==> src/rtl/rv_pkg.sv <==
// Shared RV32IM core definitions: sequencer state encoding, opcode map and
// writeback result-source selects.
package rv_pkg;

    typedef enum logic [2:0] {
        ST_RESET  = 3'd0,
        ST_FETCH  = 3'd1,
        ST_DECODE = 3'd2,
        ST_EXEC   = 3'd3,
        ST_MEM    = 3'd4,
        ST_MULDIV = 3'd5,
        ST_WB     = 3'd6,
        ST_FAULT  = 3'd7
    } seq_state_e;

    typedef enum logic [1:0] {
        RES_ALU = 2'b00,
        RES_MEM = 2'b01,
        RES_PC4 = 2'b10
    } result_src_e;

    localparam logic [6:0] OPC_LUI      = 7'b0110111;
    localparam logic [6:0] OPC_AUIPC    = 7'b0010111;
    localparam logic [6:0] OPC_JAL      = 7'b1101111;
    localparam logic [6:0] OPC_JALR     = 7'b1100111;
    localparam logic [6:0] OPC_BRANCH   = 7'b1100011;
    localparam logic [6:0] OPC_LOAD     = 7'b0000011;
    localparam logic [6:0] OPC_STORE    = 7'b0100011;
    localparam logic [6:0] OPC_OP_IMM   = 7'b0010011;
    localparam logic [6:0] OPC_OP       = 7'b0110011;
    localparam logic [6:0] OPC_MISC_MEM = 7'b0001111;
    localparam logic [6:0] OPC_SYSTEM   = 7'b1110011;

    localparam logic [6:0] FUNCT7_MULDIV = 7'b0000001;

    // States that block on an external handshake and are covered by the wait timer.
    function automatic logic is_wait_state(input seq_state_e s);
        return (s == ST_FETCH) || (s == ST_MEM) || (s == ST_MULDIV);
    endfunction

endpackage

==> src/rtl/multicycle_sequencer_wait_timer.sv <==
// Saturating wait counter: clears on request, counts while enabled and flags
// when it has reached LIMIT.
module wait_timer #(
    parameter int unsigned LIMIT = 255
) (
    input  logic clk,
    input  logic rst_n,
    input  logic clear_i,
    input  logic en_i,
    output logic expired_o
);

    localparam int unsigned W = $clog2(LIMIT + 1);
    localparam logic [W-1:0] LIMIT_W = W'(LIMIT);

    logic [W-1:0] cnt_q;
    logic [W-1:0] cnt_d;

    always_comb begin
        cnt_d = cnt_q;
        if (clear_i) begin
            cnt_d = '0;
        end else if (en_i && (cnt_q != LIMIT_W)) begin
            cnt_d = cnt_q + 1'b1;
        end
    end

    always_ff @(posedge clk or negedge rst_n) begin
        if (!rst_n) begin
            cnt_q <= '0;
        end else begin
            cnt_q <= cnt_d;
        end
    end

    assign expired_o = (cnt_q == LIMIT_W);

endmodule

==> src/rtl/multicycle_sequencer.sv <==
// Multi-cycle RV32IM control sequencer: walks each instruction through
// fetch/decode/execute/memory/muldiv/writeback and drives datapath enables.
module multicycle_sequencer
    import rv_pkg::*;
#(
    parameter int unsigned TIMEOUT_CYCLES = 255
) (
    input  logic       clk,
    input  logic       rst_n,
    input  logic       reg_write,
    input  logic       mem_read,
    input  logic       mem_write,
    input  logic       branch,
    input  logic       jump,
    input  logic       illegal,
    input  logic       is_muldiv,
    input  logic       branch_taken,
    output logic       imem_req,
    input  logic       imem_ready,
    output logic       dmem_req,
    output logic       dmem_we,
    input  logic       dmem_ready,
    output logic       md_start,
    input  logic       md_done,
    output logic       ir_we,
    output logic       pc_we,
    output logic       pc_sel,
    output logic       rf_we,
    output logic       retire,
    output logic       fault,
    output logic [2:0] state_o
);

    seq_state_e state_q;
    seq_state_e state_d;
    logic       awaited;
    logic       waiting;
    logic       expired;

    always_comb begin
        awaited = 1'b0;
        case (state_q)
            ST_FETCH:  awaited = imem_ready;
            ST_MEM:    awaited = dmem_ready;
            ST_MULDIV: awaited = md_done;
            default:   awaited = 1'b0;
        endcase
    end

    assign waiting = is_wait_state(state_q) && !awaited;

    // Any state change restarts the budget, so each wait state gets a full window.
    wait_timer #(
        .LIMIT(TIMEOUT_CYCLES)
    ) u_wait_timer (
        .clk      (clk),
        .rst_n    (rst_n),
        .clear_i  (state_d != state_q),
        .en_i     (waiting),
        .expired_o(expired)
    );

    always_comb begin
        state_d  = state_q;
        imem_req = 1'b0;
        dmem_req = 1'b0;
        dmem_we  = 1'b0;
        md_start = 1'b0;
        ir_we    = 1'b0;
        pc_we    = 1'b0;
        pc_sel   = 1'b0;
        rf_we    = 1'b0;
        retire   = 1'b0;
        fault    = 1'b0;
        case (state_q)
            ST_RESET: begin
                state_d = ST_FETCH;
            end
            ST_FETCH: begin
                imem_req = 1'b1;
                if (imem_ready) begin
                    ir_we   = 1'b1;
                    state_d = ST_DECODE;
                end else if (expired) begin
                    state_d = ST_FAULT;
                end
            end
            ST_DECODE: begin
                state_d = illegal ? ST_FAULT : ST_EXEC;
            end
            ST_EXEC: begin
                if (is_muldiv) begin
                    md_start = 1'b1;
                    state_d  = ST_MULDIV;
                end else if (mem_read || mem_write) begin
                    state_d = ST_MEM;
                end else if (branch) begin
                    pc_we   = 1'b1;
                    pc_sel  = branch_taken;
                    retire  = 1'b1;
                    state_d = ST_FETCH;
                end else begin
                    state_d = ST_WB;
                end
            end
            ST_MEM: begin
                dmem_req = 1'b1;
                dmem_we  = mem_write;
                if (dmem_ready) begin
                    if (mem_write) begin
                        pc_we   = 1'b1;
                        retire  = 1'b1;
                        state_d = ST_FETCH;
                    end else begin
                        state_d = ST_WB;
                    end
                end else if (expired) begin
                    state_d = ST_FAULT;
                end
            end
            ST_MULDIV: begin
                if (md_done) begin
                    state_d = ST_WB;
                end else if (expired) begin
                    state_d = ST_FAULT;
                end
            end
            ST_WB: begin
                rf_we   = reg_write;
                pc_we   = 1'b1;
                pc_sel  = jump;
                retire  = 1'b1;
                state_d = ST_FETCH;
            end
            ST_FAULT: begin
                fault = 1'b1;
            end
            default: begin
                state_d = ST_FAULT;
            end
        endcase
    end

    always_ff @(posedge clk or negedge rst_n) begin
        if (!rst_n) begin
            state_q <= ST_RESET;
        end else begin
            state_q <= state_d;
        end
    end

    assign state_o = state_q;

endmodule
==> config.mk <==
export PLATFORM = sky130hd
export DESIGN_NAME = multicycle_sequencer
export DESIGN_NICKNAME = d
export VERILOG_FILES = /design/src/rtl/rv_pkg.sv /design/src/rtl/multicycle_sequencer_wait_timer.sv /design/src/rtl/multicycle_sequencer.sv
export SDC_FILE = /design/constraint.sdc
export NUM_CORES = 1
export LEC_CHECK = 0
export BUFFER_PORTS_ARGS = -buffer_cell sky130_fd_sc_hd__buf_2
export CORE_AREA = 2 2 51 53
export DETAILED_ROUTE_END_ITERATION = 7
export DIE_AREA = 0 0 53 55
export SLEW_MARGIN = 20
export SYNTH_ARGS = -nofsm -noshare
export SYNTH_HDL_FRONTEND = slang
export SYNTH_HIERARCHICAL = 1
export SYNTH_SLANG_ARGS = --single-unit
==> constraint.sdc <==
create_clock -name clk -period 5.8 [get_ports clk]
set_input_delay 1.74 -clock clk [delete_from_list [all_inputs] [get_ports clk]]
set_output_delay 1.74 -clock clk [all_outputs]
set_load 0.02 [all_outputs]
== Word-level counts from Yosys, hierarchy flattened ==
Index checks and enable logic that the tools add are counted.
Cells by class
  mux-type cells: 32
  equal/unequal tests: 10
  reduce and logical (&&, ||, !) cells: 9
  add/sub/neg operators: 1
Operators by type and width (number)
  $mux W3: 9
  $pmux W3 S6: 1
  $mux W1: 17
  $mux W8: 2
  $eq A3 B3 Y1 const B: 4
  $add A8 B1 Y8 const B: 1
  $eq A8 B8 Y1 const B: 1
  $ne A8 B8 Y1 const B: 1
  $eq A3 B2 Y1 const B: 2
  $pmux W1 S3: 2
  $eq A3 B1 Y1 const B: 1
  $logic_not A3 Y1: 1
  $logic_or A1 B1 Y1: 3
  $ne A3 B3 Y1: 1
  $logic_and A1 B1 Y1: 2
  $pmux W1 S2: 1
  $reduce_bool A2 Y1: 1
  $reduce_or A2 Y1: 1
  $logic_not A1 Y1: 1
Word-level totals
  register bits after elaboration: 11
  bits of input ports: 13
  output and inout port bits: 13

== Logic depth before layout (Yosys ltp) ==
Gate-level depths: netlist of the first run.
  depth after elaboration: 7
  mapped depth: 10

== Cells and area by module ==
Netlist of the first run, hierarchy kept.
By module, submodules not included
  wait_timer: cells an instance 47, times used 1, area an instance 474.2 um^2
  multicycle_sequencer: cells an instance 59, times used 1, area an instance 435.4 um^2

== Least setup slack after synthesis of the first run ==
No wires, ideal clock.
  kind: input to output
  start: input port mem_write
  end: output port retire
  data arrival time: 2621 ps
  slack: 1439 ps
  stages on the path: 3
  required time: 4060 ps
  path through: nor4_1 -> a22o_1 -> buf_4
On the way
  word-level cells in the longest chain between the ends: 4
  elaborated cells on any way between the ends: 6
  those cells by class: mux (5); reduce/logical (1)
RTL lines
  start, declared: line multicycle_sequencer.sv:12  | input logic mem_write,
  $logic_or A1 B1 Y1: line multicycle_sequencer.sv:95  | end else if (mem_read || mem_write) begin
  $mux W1 (2 in series)
  $pmux W1 S3 (*)
  end, declared: line multicycle_sequencer.sv:29  | output logic retire,
Mark *: on every way between the ends. The rest lies on a longest branch, timed or not.

== Final worst setup path of the first run ==
  start: input port mem_write
  end: output port pc_sel
On the way
  word-level cells in the longest chain between the ends: 4
RTL lines
  $logic_or A1 B1 Y1: line multicycle_sequencer.sv:95
  $mux W1: line multicycle_sequencer.sv:95
  $mux W1: line multicycle_sequencer.sv:92  | if (is_muldiv) begin
  $pmux W1 S2: line multicycle_sequencer.sv:75  | case (state_q)
  end, declared: line multicycle_sequencer.sv:27  | output logic pc_sel,
Every way passes these cells.

==> run_results.csv, run 1 <==
group,metric,value,unit
run_status,status,"finished, final reports clean",
sta,slew_headroom,63.2,%
sta,setup_viol,0,
routing,viasPerCell,5.63,
logic_synthesis,syn_nets,120,
routing,routedWlPerCell,13.6,µm
sta,fin_setup_tns,0,ns
critical_path,criticalPathCategory,"in -> out",
logic_synthesis,synth.yosys.seq_area_share,30.3,%
clock_network,clock_sink_count,11,
hold_path,min_path_type,"reg -> reg",
clock_network,ctsHoldBuffers,0,
cells_and_area,layoutNonFillerInstCount,158,
routing,drc,0,
clock_network,h-tree-depth,1,
place,io_buffer_count,25,
die,num_rows,18,
logic_synthesis,synth_edf_count,0,
logic_synthesis,syn_area_per_cell,8.58,µm²
cells_and_area,nNetsFinal,143,
logic_synthesis,yosys_warnings,6,
clock_network,cts_setup_buffers,0,
critical_path,cp.buffers_inverters,2,
routing,vias,890,
die,coreArea,2360,µm²
cells_and_area,multi_input_area,592,µm²
routing,drt-met1-wl,963,µm
clock_network,cts_max_path_buffers,2,
sta,rsz0062_at_grt,"no",
sta,fmax,218,MHz
clock_network,cts.root.buffer_cell,"clkbuf_4",
routing,firstDrtPassIters,4,
place,dp_hpwl,1.63,mm
logic_synthesis,syn_area,910,µm²
cells_and_area,area_growth,16.9,%
power_and_ir_drop,p_switching,210,µW
critical_path,endpoint_kind,"output port",
routing,wl_met2,1.07,mm
die,fp.dieH,55,µm
place,place_inst,154,
critical_path,arrival,2.84,ns
power_and_ir_drop,p_comb_share,56.5,%
power_and_ir_drop,peakVddDrop,0.189,mV
run,max_cap_viol_count,0,
routing,route.met3.wl,102,µm
routing,highest_layer,"met4",
global_routing,grt_overflow,0,
power_and_ir_drop,clkPwrFrac,12.4,%
sta,clock-skew-final,0.00115,ns
logic_synthesis,ys_ff_latch,11,
sta,worst_slew_pin_slew,0.552,ns
clock_network,ctsResizeCount,0,
critical_path,start_kind,"primary input",
cells_and_area,layout-drive-gt1-share,28.1,%
critical_path,cpPeakStageDelay,0.51,ns
routing,wirelength,2.14,mm
logic_synthesis,async_flop_share,100,%
sta,period_share,79.0,%
sta,slew_viol_final,0,
clock_network,numCtsBuffers,3,
die,start_util,38.5,%
power_and_ir_drop,power.density,405,nW/µm²
sta,finalHoldViolCount,0,
global_routing,grt_pass1_vias,746,
global_routing,grtUsageTotal,16.5,%
logic_synthesis,synth_ff_type,"dfrtp_1",
power_and_ir_drop,pwr-share-seq,31.1,%
global_routing,grt_antenna_before_repair,0,
critical_path,crit_family,"simple AND/OR/NAND/NOR gates",
die,die_x,53,µm
cells_and_area,fillers,249,
logic_synthesis,ys_types,47,
clock_network,cts_tree,"yes",
sta,min_period,4.58,ns
power_and_ir_drop,power.internal,220,µW
power_and_ir_drop,p_sw_share,48.8,%
routing,first_iter_violations,18,
critical_path,critPathRequiredTime,4.06,ns
power_and_ir_drop,leakagePower,0.000471,µW
routing,ant_nets,0,
critical_path,cpMostUsedCell,"buf_2",
logic_synthesis,synthCells,106,
critical_path,critical_path.max_fanout,7,
global_routing,grt_max_degree,19,
critical_path,crit_chain,"buf_2 -> nor4_1 -> nand3b_1 -> a21oi_1 -> buf_2",
cells_and_area,regArea,275,µm²
place,gp_congestion,0.774,
global_routing,grt_pass1_wl,3.45,mm
critical_path,cp_slowest_cell,"nor4_1",
die,num_io_pins,26,
clock_network,clk_pin_slew,0.07,ns
clock_network,clkLatencyLatePin,0.27,ns
die,dieArea,2920,µm²
cells_and_area,antenna_cells,0,
[worst register-to-register path: stages (launching register included)]
cell and delay [ns]:
dfrtp_1 0.41, ha_1 0.24, nand3_1 0.12, nor2_1 0.10, o31ai_1 0.37, o311ai_4 0.18, o211ai_1 0.13, nand3_1 0.33
or4_1 0.60, o21ai_0 0.09
[routing by layer]
layer / GRT usage, % / vias to the layer above
met3: 4.30 / 2
met2: 25.6 / 19
met4: 3.85 / 0
met1: 23.0 / 423
li1: - / 446
met5: 0 / -
[cell usage after synthesis (all sizes together) (2+ instances only)]
library cell / count / area share, %
nor2b: 2 / 1.4
clkbuf: 2 / 0.83
nand2: 6 / 2.5
a21oi: 9 / 5.0
and3: 4 / 2.8
a211oi: 2 / 1.7
buf: 5 / 3.0
dfrtp: 11 / 30
nor2: 6 / 2.5
mux2: 2 / 2.9
mux2i: 2 / 2.2
and2: 2 / 1.4
o31ai: 2 / 1.7
nand3: 5 / 2.8
inv: 2 / 0.82
o21ai: 6 / 3.3
nor3: 5 / 2.8
nand3b: 3 / 2.5
nand2b: 6 / 4.1
nand4: 2 / 2.1
and4: 2 / 2.2
[registers in the layout, summed over array words and instances (netlist names)]
register,count
u_wait_timer/cnt_q,8
state_o,3
[area by class of cell]
type	instances	area share, %
multi-input cells	86	55.6
flip-flops and latches	11	25.9
repair buffers	25	11.8
well taps	30	3.53
clock buffers	4	2.47
inverters	2	0.706
[power by group through the flow]
stage	registers [µW]	clock network, µW	logic (µW)
finish	134	53.4	243
global route	138	60.1	272
CTS	134	56.4	247
detailed placement	136	0	246
global placement	134	0	244
floorplan	115	0	210
[layout by cell type, fill, tap and decap left out, types with 2 or more instances in the layout]
cell type  netlist  layout
nand2b_1         6       6
buf_2            4      25
a21oi_1          9       9
nand2_1          6       6
nor2b_1          2       2
mux2i_1          2       2
dfrtp_1         11      11
nor3_1           5       5
and2_1           2       2
nand3b_1         3       3
nor2_1           6       6
o21ai_0          5       5
o31ai_1          2       2
a211oi_1         2       2
clkbuf_4         0       3
and3_1           4       4
nand3_1          5       5
[per-stage QoR]
stage	total power (µW)	util, %	worst slack (ns)	hold slack [ns]	instance area [µm²]
finish	430	45.0	1.22	0.576	1060
global route	471	45.0	1.13	0.617	1060
CTS	437	45.0	1.22	0.586	1060
detailed placement	382	43.9	1.23	0.572	1040
global placement	379	43.9	1.29	0.556	1040
floorplan	325	-	1.44	0.535	910
[cells by family after synthesis]
kind of cell | Yosys count | synth area share [%]
simple gates | 49 | 32.3
compound gates | 32 | 26.3
flops | 11 | 30.3
buf+inv | 9 | 4.68
mux | 4 | 5.09
fa+ha+maj | 1 | 1.38
[final timing paths]
kind | endpoint | depth (start not counted) | slack (ns) | from
max in group asynchronous | state_o[2] | 1 | 4.27 | rst_n
hold reg to reg | u_wait_timer/cnt_q[1] | 2 | 0.58 | u_wait_timer/cnt_q[1]
setup / recovery | pc_sel | 5 | 1.22 | mem_write
hold / removal | u_wait_timer/cnt_q[1] | 2 | 0.58 | u_wait_timer/cnt_q[1]
setup reg to reg | u_wait_timer/cnt_q[5] | 9 | 3.16 | u_wait_timer/cnt_q[0]
min in group asynchronous | u_wait_timer/cnt_q[6] | 1 | 1.33 | rst_n
Power figures use the tool's default switching activity.
==> inputs of run 2 (changes only) <==
--- a/config.mk
+++ b/config.mk
@@ -5,10 +5,11 @@
 export SDC_FILE = /design/constraint.sdc
 export NUM_CORES = 1
 export LEC_CHECK = 0
+export ABC_AREA = 1
 export BUFFER_PORTS_ARGS = -buffer_cell sky130_fd_sc_hd__buf_2
-export CORE_AREA = 2 2 51 53
+export CORE_AREA = 2 2 53 55
 export DETAILED_ROUTE_END_ITERATION = 7
-export DIE_AREA = 0 0 53 55
+export DIE_AREA = 0 0 55 57
 export SLEW_MARGIN = 20
 export SYNTH_ARGS = -nofsm -noshare
 export SYNTH_HDL_FRONTEND = slang
==> constraint.sdc (replaced) <==
create_clock -name clk -period 4.6 [get_ports clk]
set_input_delay 1.38 -clock clk [delete_from_list [all_inputs] [get_ports clk]]
set_output_delay 1.38 -clock clk [all_outputs]
set_load 0.02 [all_outputs]
==> run_results.csv, run 2 <==
group,metric,value,unit
cells_and_area,area_growth,16.4,%
logic_synthesis,yosys_warnings,6,
clock_network,ctsResizeCount,0,
logic_synthesis,syn_area,976,µm²
critical_path,critical_path.max_fanout,3,
clock_network,cts_tree,"yes",
cells_and_area,antenna_cells,0,
routing,first_iter_violations,20,
die,start_util,37.3,%
sta,slew_headroom,71.6,%
critical_path,arrival,2.28,ns
power_and_ir_drop,power.internal,264,µW
clock_network,cts.root.buffer_cell,"clkbuf_4",
cells_and_area,fin_util,43.4,%
die,coreArea,2620,µm²
cells_and_area,layout-drive-gt1-share,22.9,%
cells_and_area,final_common_cell,"nand2_1",
global_routing,grt_overflow,0,
place,gp_congestion,0.797,
logic_synthesis,syn_area_per_cell,6.38,µm²
sta,worst_slew_pin_slew,0.427,ns
cells_and_area,nNetsFinal,194,
sta,rsz0062_at_grt,"no",
logic_synthesis,synthCells,153,
power_and_ir_drop,p_comb_share,62.9,%
routing,vias,1009,
critical_path,criticalPathCategory,"in -> out",
sta,fmax,273,MHz
logic_synthesis,synth.yosys.seq_area_share,28.2,%
clock_network,clk_pin_slew,0.08,ns
cells_and_area,layoutNonFillerInstCount,210,
power_and_ir_drop,total_power,604,µW
logic_synthesis,synth_top_cell_area_share,28.2,%
power_and_ir_drop,clkPwrFrac,10.9,%
run,max_cap_viol_count,0,
global_routing,grt_antenna_before_repair,0,
routing,ant_nets,0,
clock_network,ctsHoldBuffers,0,
sta,finalHoldViolCount,0,
global_routing,grt_max_degree,14,
die,num_io_pins,26,
power_and_ir_drop,p_sw_share,56.2,%
die,dieArea,3140,µm²
logic_synthesis,async_flop_share,100,%
sta,min_period,3.66,ns
power_and_ir_drop,leakagePower,0.000665,µW
logic_synthesis,yosys.area.top_type,"dfrtp_1",
global_routing,grt_pass1_vias,946,
place,io_buffer_count,25,
sta,fin_setup_tns,0,ns
sta,period_share,79.6,%
routing,routedWlPerCell,11.1,µm
sta,setup_viol,0,
routing,firstDrtPassIters,4,
routing,viasPerCell,4.80,
sta,clock-skew-final,0.00910,ns
die,die_x,55,µm
clock_network,clock_sink_count,11,
routing,wirelength,2.34,mm
logic_synthesis,yosys-top-cells-count,"42 x nand2_1, 24 x inv_1, 24 x nor2_1",
logic_synthesis,synth_ff_type,"dfrtp_1",
place,place_inst,206,
die,num_rows,19,
routing,drc,0,
logic_synthesis,syn_nets,167,
clock_network,clkLatencyLatePin,0.27,ns
power_and_ir_drop,pwr-share-seq,26.2,%
logic_synthesis,synth_edf_count,0,
critical_path,endpoint_kind,"output port",
global_routing,grtUsageTotal,16.5,%
sta,slew_viol_final,0,
clock_network,numCtsBuffers,3,
hold_path,min_path_type,"reg -> reg",
cells_and_area,final_cell_mix,"42 x nand2_1, 25 x buf_2, 24 x inv_1, 24 x nor2_1, 17 x nand3_1",
cells_and_area,fillers,302,
logic_synthesis,ys_types,23,
logic_synthesis,synth_area_leaders,"dfrtp_1 28%, nand2_1 16%, inv_1 9.2%, nor2_1 9.2%, nand3_1 8.7%",
critical_path,start_kind,"primary input",
logic_synthesis,ys_ff_latch,11,
global_routing,grt_pass1_wl,3.91,mm
run_status,status,"finished, final reports clean",
sta,worst_hold_slack,0.512,ns
die,fp.dieH,57,µm
power_and_ir_drop,p_switching,339,µW
power_and_ir_drop,power.density,532,nW/µm²
power_and_ir_drop,peakVddDrop,0.278,mV
clock_network,cts_setup_buffers,0,
cells_and_area,top_register,"u_wait_timer/cnt_q",
critical_path,critPathRequiredTime,3.22,ns
place,dp_hpwl,1.88,mm
clock_network,h-tree-depth,1,
clock_network,cts_max_path_buffers,2,
cells_and_area,largest_reg_flops,8,
logic_synthesis,synth_most_common_cell,"nand2_1",
## run 2: logic make-up after synthesis
family	Yosys count	synth area share (%)
and+or+nand+nor	102	49.4
buffers and inverters	28	12.7
DFF	11	28.2
AOI/OAI and AO/OA	8	5.77
xor gates and xnor gates	3	2.69
adders and majority gates	1	1.28
## run 2: power groups by stage
stage	sequential [µW]	combinational (µW)	clock (µW)
final	158	380	65.8
after floorplan	149	307	0
after detailed placement	159	380	0
after global routing	164	418	76.7
after CTS	157	382	70.8
after global placement	158	377	0
## run 2: layout make-up
cell class / count / area [µm²] / share of cell area, %
Clock buffer: 4 / 26.3 / 2.31
Sequential cell: 11 / 275 / 24.2
Multi-Input combinational cell: 114 / 577 / 50.8
Timing Repair Buffer: 25 / 125 / 11.0
Tap cell: 31 / 38.8 / 3.41
Inverter: 25 / 93.8 / 8.26
## run 2: critical path, cell delays in order
cell and delay [ns]:
buf_2 0.11, nor2_1 0.14, nand2_1 0.09, nor2_1 0.11
nand4_1 0.11, o22ai_1 0.14, buf_2 0.19
## run 2: path summary, 6_finish.rpt
path,startpoint,end,slack (ns),cells after the start
max,mem_write,pc_sel,0.94,7
min,u_wait_timer/cnt_q[7],u_wait_timer/cnt_q[7],0.51,2
max reg2reg,u_wait_timer/cnt_q[1],u_wait_timer/cnt_q[0],2.29,16
min reg2reg,u_wait_timer/cnt_q[7],u_wait_timer/cnt_q[7],0.51,2
max in group asynchronous,rst_n,state_o[2],3.42,1
min in group asynchronous,rst_n,u_wait_timer/cnt_q[5],0.97,1
## run 2: stage by stage
step           instance area [µm²]  setup WS, ns
6_report                      1140         0.939
5_1_grt                       1140         0.766
4_1_cts                       1140         0.939
3_5_place_dp                  1110         0.947
3_3_place_gp                  1110         0.994
2_1_floorplan                  976         0.978
## run 2: metal layers
metal  vias up  track usage (%)  wire (µm)
met3         2             3.14         89
met1       452             21.7       1120
met5         -                0          0
met4         0             2.09         12
li1        532                -          -
met2        23             28.4       1120
